<file path="src/rtl/exe_ctrl_pkg.sv">
// Shared types and constants for the execute-stage pipeline controller.
// Optional build macro EXE_CTRL_FWD_EN is consumed in exe_ctrl.sv.
package exe_ctrl_pkg;

  typedef enum logic {
    RUN      = 1'b0,
    MEM_WAIT = 1'b1
  } state_t;

  // Status register bit positions {N,Z,C,V}
  localparam int SR_N = 3;
  localparam int SR_Z = 2;
  localparam int SR_C = 1;
  localparam int SR_V = 0;

  // PC register: never a hazard producer
  localparam logic [3:0] R15 = 4'd15;

  localparam int WAIT_CNT_W = 8;

endpackage

</file>
<file path="src/rtl/hazard_detect.sv">
// Combinational RAW hazard check of ID sources against up to two producer
// destinations; a producer writing R15 never raises a hazard.
module hazard_detect
  import exe_ctrl_pkg::*;
(
  input  logic       id_valid,
  input  logic       id_two_src,
  input  logic [3:0] id_src1,
  input  logic [3:0] id_src2,
  input  logic       p0_valid,
  input  logic [3:0] p0_dest,
  input  logic       p1_valid,
  input  logic [3:0] p1_dest,
  output logic       hazard
);

  function automatic logic src_match(input logic       pv,
                                     input logic [3:0] dest,
                                     input logic       two_src,
                                     input logic [3:0] s1,
                                     input logic [3:0] s2);
    return pv && (dest != R15) && ((s1 == dest) || (two_src && (s2 == dest)));
  endfunction

  logic p0_match;
  logic p1_match;

  assign p0_match = src_match(p0_valid, p0_dest, id_two_src, id_src1, id_src2);
  assign p1_match = src_match(p1_valid, p1_dest, id_two_src, id_src1, id_src2);
  assign hazard   = id_valid && (p0_match || p1_match);

endmodule

</file>
<file path="src/rtl/exe_ctrl.sv">
// Execute-stage controller: memory-wait FSM, status register, stall/flush/hazard
// priority and sticky wait timeout. Define EXE_CTRL_FWD_EN for load-use-only hazards.
module exe_ctrl
  import exe_ctrl_pkg::*;
#(
  parameter int WAIT_MAX = 255
) (
  input  logic       clk,
  input  logic       rst,
  input  logic       id_valid,
  input  logic       id_two_src,
  input  logic [3:0] id_src1,
  input  logic [3:0] id_src2,
  input  logic       ex_valid,
  input  logic       ex_wb_en,
  input  logic       ex_mem_r_en,
  input  logic       ex_s,
  input  logic       ex_b,
  input  logic [3:0] ex_dest,
  input  logic       mem_valid,
  input  logic       mem_wb_en,
  input  logic       mem_req,
  input  logic [3:0] mem_dest,
  input  logic       cond_pass,
  input  logic [3:0] alu_status,
  input  logic       mem_ready,
  output logic [3:0] sr,
  output logic       freeze_front,
  output logic       bubble_ex,
  output logic       stall_all,
  output logic       branch_taken,
  output logic       flush,
  output logic       wait_timeout,
  output state_t     state_dbg
);

  localparam logic [WAIT_CNT_W-1:0] WAIT_LIM = WAIT_CNT_W'(WAIT_MAX);
  localparam logic [WAIT_CNT_W-1:0] CNT_SAT  = '1;

  state_t                state, state_next;
  logic [WAIT_CNT_W-1:0] wait_cnt, wait_cnt_next;
  logic                  ex_prod, mem_prod, hazard, sr_load;
  logic                  unused_cfg;

`ifdef EXE_CTRL_FWD_EN
  // Forwarding covers ALU results; only a load in EXE must stall decode
  assign ex_prod    = ex_valid && ex_wb_en && ex_mem_r_en;
  assign mem_prod   = 1'b0;
  assign unused_cfg = mem_wb_en;
`else
  assign ex_prod    = ex_valid && ex_wb_en;
  assign mem_prod   = mem_valid && mem_wb_en;
  assign unused_cfg = ex_mem_r_en;
`endif

  hazard_detect u_hazard_detect (
    .id_valid   (id_valid),
    .id_two_src (id_two_src),
    .id_src1    (id_src1),
    .id_src2    (id_src2),
    .p0_valid   (ex_prod),
    .p0_dest    (ex_dest),
    .p1_valid   (mem_prod),
    .p1_dest    (mem_dest),
    .hazard     (hazard)
  );

  // Priority: memory stall > taken branch > decode hazard
  assign stall_all    = mem_valid && mem_req && !mem_ready;
  assign branch_taken = ex_valid && ex_b && cond_pass && !stall_all;
  assign flush        = branch_taken;
  assign freeze_front = hazard && !stall_all && !branch_taken;
  assign bubble_ex    = freeze_front;

  // A stalled flag-setting instruction commits once, on its release cycle
  assign sr_load   = ex_valid && ex_s && cond_pass && !stall_all;
  assign state_dbg = state;

  always_comb begin
    state_next = state;
    case (state)
      RUN:      if (stall_all) state_next = MEM_WAIT;
      MEM_WAIT: if (mem_ready) state_next = RUN;
      default:  state_next = RUN;
    endcase
  end

  always_comb begin
    wait_cnt_next = '0;
    if (state == MEM_WAIT) begin
      wait_cnt_next = (wait_cnt == CNT_SAT) ? wait_cnt : wait_cnt + 1'b1;
    end
  end

  always_ff @(posedge clk or posedge rst) begin
    if (rst) begin
      state        <= RUN;
      sr           <= 4'b0000;
      wait_cnt     <= '0;
      wait_timeout <= 1'b0;
    end else begin
      state    <= state_next;
      wait_cnt <= wait_cnt_next;
      if (sr_load) sr <= alu_status;
      if ((state == MEM_WAIT) && (wait_cnt_next == WAIT_LIM)) wait_timeout <= 1'b1;
    end
  end

endmodule
</file>
<file path="config.mk">
export PLATFORM = sky130hd
export DESIGN_NAME = exe_ctrl
export DESIGN_NICKNAME = d
export VERILOG_FILES = /design/src/rtl/exe_ctrl_pkg.sv /design/src/rtl/hazard_detect.sv /design/src/rtl/exe_ctrl.sv
export SDC_FILE = /design/constraint.sdc
export NUM_CORES = 1
export LEC_CHECK = 0
export CORE_ASPECT_RATIO = 0.6
export CORE_MARGIN = 1.5
export CORE_UTILIZATION = 40
export CTS_CLUSTER_SIZE = 10
export DETAILED_ROUTE_END_ITERATION = 6
export GPL_ROUTABILITY_DRIVEN = 1
export GPL_TIMING_DRIVEN = 0
export HOLD_SLACK_MARGIN = 0.06
export PLACE_DENSITY = 0.79
export SLEW_MARGIN = 25
export SYNTH_ARGS = -nofsm -noshare
export SYNTH_HDL_FRONTEND = slang
export SYNTH_HIERARCHICAL = 1
export SYNTH_SLANG_ARGS = --single-unit
</file>
<file path="constraint.sdc">
create_clock -name clk -period 1.8 [get_ports clk]
set_input_delay 0.36 -clock clk [delete_from_list [all_inputs] [get_ports clk]]
set_output_delay 0.36 -clock clk [all_outputs]
set_load 0.02 [all_outputs]
</file>
After elaboration in Yosys (flattened, before gate mapping)
Index checks and enable logic that the tools add are counted.

Word-level logic and storage cells: 45. Bits in latches: 0. Output and inout bits: 11. Flip-flop bits (word level): 14. Bits in writable memories: 0. Memory bits (read-only): 0. Bits of input ports: 34. Memories kept: 0.

Reduce and logical (&&, ||, !) cells: 26. Multiply operators: 0. Shifts and indexed selects: 0. Magnitude comparators: 0. Bitwise operators: 1. Muxes and demuxes: 5. Equality and inequality tests: 8. Div/mod/pow operators: 0. Add/subtract/negate cells: 1.

Operators with widths (number): logical AND 1 bit (20); equality test 4 bit (4); equality test 8 bit (second input constant) (2); two-way mux 8 bit (2); adder 8 x 1 -> 8 bit (second input constant) (1); inequality test 4 bit (second input constant) (2); logical NOT 1 bit (3); logical OR 1 bit (3); two-way mux 1 bit (2); one-hot mux 1 bit (2 select lines) (1); inverter 1 bit (1).

Longest topological paths before layout
Word-level depth: 8. Gate-level depth with buffers: 7.

By module
Netlist, hierarchy kept.

Modules (own cells, without submodules): exe_ctrl (times used 1, sequential area each 350.3 um^2, area each 719.4 um^2, cells an instance 71); hazard_detect (times used 1, sequential area each 0.0 um^2, area each 210.2 um^2, cells an instance 27).

Least setup slack after synthesis
OpenSTA, ideal clock, no wires.

Path kind: input-to-output. Start: in id_src1[3]. End: out freeze_front. Path buffers: 1. Cell stages on the path: 7. Data arrival time: 1544 ps. Required time: 1440 ps. Slack: -104 ps. Cell sequence: xor2_1 -> nor4_2 -> a31oi_1 -> o22ai_1 -> nand2_1 -> nor2_1 -> buf_4.

Cells in the longest elaborated chain, start to end: 7.

Ends and longest elaborated chain: from (decl) (RTL line exe_ctrl.sv:12) `input logic [3:0] id_src1,`; equality test 4 bit (RTL line hazard_detect.sv:22) `return pv && (dest != R15) && ((s1 == dest) || (two_src && (s2 == dest)));`; logical OR 1 bit (RTL line hazard_detect.sv:22); logical AND 1 bit (RTL line hazard_detect.sv:22); logical OR 1 bit * (RTL line hazard_detect.sv:30) `assign hazard = id_valid && (p0_match || p1_match);`; logical AND 1 bit * (RTL line hazard_detect.sv:30); net hazard (RTL line exe_ctrl.sv:42) `logic ex_prod, mem_prod, hazard, sr_load;`; logical AND 1 bit * (2 in series) (RTL line exe_ctrl.sv:72) `assign freeze_front = hazard && !stall_all && !branch_taken;`; to (decl) (RTL line exe_ctrl.sv:28) `output logic freeze_front,`.

The timed path passes the listed nets; every way through them passes the cells marked *.

Worst setup path after layout
Start: in mem_wb_en. End: out bubble_ex.

Cells in the longest elaborated chain, start to end: 7.

Ends and longest elaborated chain: from (decl) (RTL line exe_ctrl.sv:21) `input logic mem_wb_en,`; logical AND 1 bit (RTL line exe_ctrl.sv:52) `assign mem_prod = mem_valid && mem_wb_en;`; net mem_prod (RTL line exe_ctrl.sv:42); logical AND 1 bit (2 in series) (RTL line hazard_detect.sv:22); logical OR 1 bit (RTL line hazard_detect.sv:30); logical AND 1 bit (RTL line hazard_detect.sv:30); net hazard (RTL line exe_ctrl.sv:42); logical AND 1 bit (2 in series) (RTL line exe_ctrl.sv:72); to (decl) (RTL line exe_ctrl.sv:29) `output logic bubble_ex,`.

The timed path passes the listed nets, and every way through them passes these cells.

==> out/results.ini <==
[power]
power_density_nw_per_um2 = 606
p_int_mw = 0.669
pwr-share-seq_pct = 38.2
p_sw_share_pct = 27.6
combPwrFrac_pct = 28.1
power_leakage_nw = 0.670
ir_drop_v = 0.000426
p_sw_mw = 0.255
clock_power_share_pct = 33.8

[routing]
top_layer_used = met4
routedWlPerCell_um = 15.8
vias = 944
via_per_inst = 5.22
drt-initial-drc-count = 83
wl_met3_um = 182
met2_wirelength_um = 1360
drc = 0
drt_first_pass_iters = 4
drt-met1-wl_um = 1280
route.antenna.remaining_nets = 0
wirelength_um = 2860

[floorplan]
coreArea_sq_um = 2180
rows = 13
die_w_um = 65.2
start_util_pct = 42.7
die-area_sq_um = 2630
die_height_um = 40.3
boundaryPins = 45

[setup_path]
worstRegToRegCells = 6
r2r_start = wait_cnt[1]
critPathKind = input pin to primary output
worstPathArrival_ps = 1600
worst_setup_path_start_kind = input pin
critPathMaxFanout = 2
crit_required_ps = 1440
reg2reg_slack_ps = 30
r2r_end = wait_timeout
cp-end-kind = primary output

[logic_synthesis]
synthDistinctLibCells = 32
syn_inst = 98
ys_top_cells_by_area = dfrtp_1 (38%), xor2_1 (14%), mux2_1 (6.1%)
synthFlopType = dfrtp_1
async_reset_ff_share_pct = 100
synth_most_common_cell = xor2_1
yosysTopAreaCell = dfrtp_1
syn_avg_cell_area_sq_um = 9.49
yosysSeqAreaShare_pct = 37.7
synth_edf_count = 0
ys_ff_latch = 14
yosys-top-cells-count = xor2_1 (15), dfrtp_1 (14), nor2_1 (14), nand3_1 (6)
synth-warning-count = 6
syn_nets = 133
synthesis.area_sq_um = 930
synth_top_area_share_pct = 37.7

[sta]
layout_setup_ws_ps = -163
worst_pin_slew_ps = 524
max_slew_margin_pct = 65.0
tns_ps = -325
final-setup-viol-count = 2
skew_ps = 0.752
post-route-min-period_ps = 1960
clock.fmax_mhz = 510
hold_viol = 0
slew_viol_final = 0
rsz0062_at_grt = yes
finalCritPeriodShare_pct = 109

[clocking]
clk_latency_ps = 250
cts_root_buffer = clkbuf_8
numCtsBuffers = 3
cts_tree = done
cts-htree-levels = 1
cts_buffer_depth = 2
clkSinkCount = 14
path_clk_slew_ps = 60

[placed_design]
placed_area_sq_um = 1400
port_buffers = 43
gp_congestion = 0.798
post-dp-hpwl_um = 2160

[grt]
grt_use_total_pct = 23.3
gr-total-overflow = 0
grt_pass1_wl_um = 4310
grt_max_degree = 15
grt_pass1_vias = 886
antenna_found_initial = 0

[cells_and_area]
final_cell_area_sq_um = 1520
drive_above_1_share_pct = 35.1
fill_cells = 172
seq_area_sq_um = 350
multi_input_area_sq_um = 638
syn2layout_area_growth_pct = 63.9
num_antenna_cells = 0
final_nets = 187

[hold_path]
hold_path_class = input pin to asynchronous set/reset pin

[status]
violations = setup timing
status = finished with violations

[flow_run]
drv_cap = 0

==> registers in the layout (all words and copies together) (netlist names) <==
register,cells
sr,4
state_dbg,1
wait_cnt,8
wait_timeout,1
==> through the flow <==
stage	hold WS, ps	power [mW]	instances	utilization (%)	setup slack [ps]
finish	449	0.924	181	69.9	-163
global route	498	0.965	181	69.9	-242
CTS	462	0.919	180	68.4	-165
detailed placement	463	0.603	171	64.2	-1100
global placement	456	0.595	171	64.2	-1060
floorplan	249	0.452	98	-	7.71
==> layout make-up <==
cell class | count | area share (%)
Timing Repair Buffer | 49 | 27.6
Tap cell | 30 | 2.46
Sequential cell | 14 | 23.0
Clock buffer | 4 | 3.61
Multi-Input combinational cell | 80 | 41.9
Buffer | 2 | 0.985
Inverter | 2 | 0.493
==> worst max path at each step <==
stage,start,to,slack [ps],cells after the start
after floorplan,id_src1[3],freeze_front,8,7
after global placement,mem_dest[3],freeze_front,-1060,9
after detailed placement,mem_dest[3],freeze_front,-1100,9
after CTS,mem_dest[2],bubble_ex,-170,9
after global routing,id_src1[2],bubble_ex,-240,9
final,mem_wb_en,bubble_ex,-160,8
==> worst max-delay path, stage by stage <==
cell             delay [ps]
clkdlybuf4s50_1         460
and2_1                  120
nand3_1                  90
o22ai_2                 160
nand2_1                  80
nor2_2                  110
buf_4                   120
buf_6                   110
==> metal layers <==
metal	track usage, %	vias up
li1	-	449
met1	30.1	459
met2	40.6	32
met3	7.30	4
met4	3.13	0
met5	0	-
==> logic make-up after synthesis <==
logic type      count (synthesis)  synth area share (%)
simple gates                   45                  27.2
xor+xnor                       18                  17.0
flops                          14                  37.7
compound gates                 10                  7.27
mux                             6                  7.13
buf+inv                         4                  2.42
fa+ha+maj                       1                  1.35
==> power groups by stage <==
| stage | logic [mW] | clock network, mW | registers [mW] |
|---|---|---|---|
| 3_3_place_gp | 0.240 | 0 | 0.355 |
| 3_5_place_dp | 0.246 | 0 | 0.357 |
| 5_1_grt | 0.279 | 0.331 | 0.355 |
| 6_report | 0.259 | 0.312 | 0.353 |
| 4_1_cts | 0.250 | 0.317 | 0.351 |
| 2_1_floorplan | 0.0716 | 0 | 0.380 |
==> timing repair <==
item	4_1_cts	5_1_grt
hold buffers	0	0
gates cloned	0	0
gates resized for setup	93	16
pin swaps	16	9
setup buffers	5	1
setup endpoints to repair	6	6
endpoints found under the hold margin	0	0
==> cells in the final DEF (no fill, tap or decap), drive strengths merged <==
cell type,Yosys,layout
a21o,1,1
a21oi,1,1
a31oi,2,2
a41o,1,1
and2,3,3
buf,2,25
clkbuf,0,6
clkdlybuf4s15,0,2
clkdlybuf4s50,0,20
dfrtp,14,14
dlygate4sd2,0,2
ha,1,1
inv,2,2
mux2,5,5
mux2i,1,1
nand2,6,6
nand2b,1,1
nand3,7,7
nand4,3,3
nor2,14,14
nor3,6,6
nor3b,1,1
nor4,2,2
nor4b,1,1
o211ai,1,1
o21a,1,1
o21ai,2,2
o22ai,1,1
or4,1,1
xnor2,3,3
xor2,15,15
Note: power is estimated with default switching activity, not from simulation.
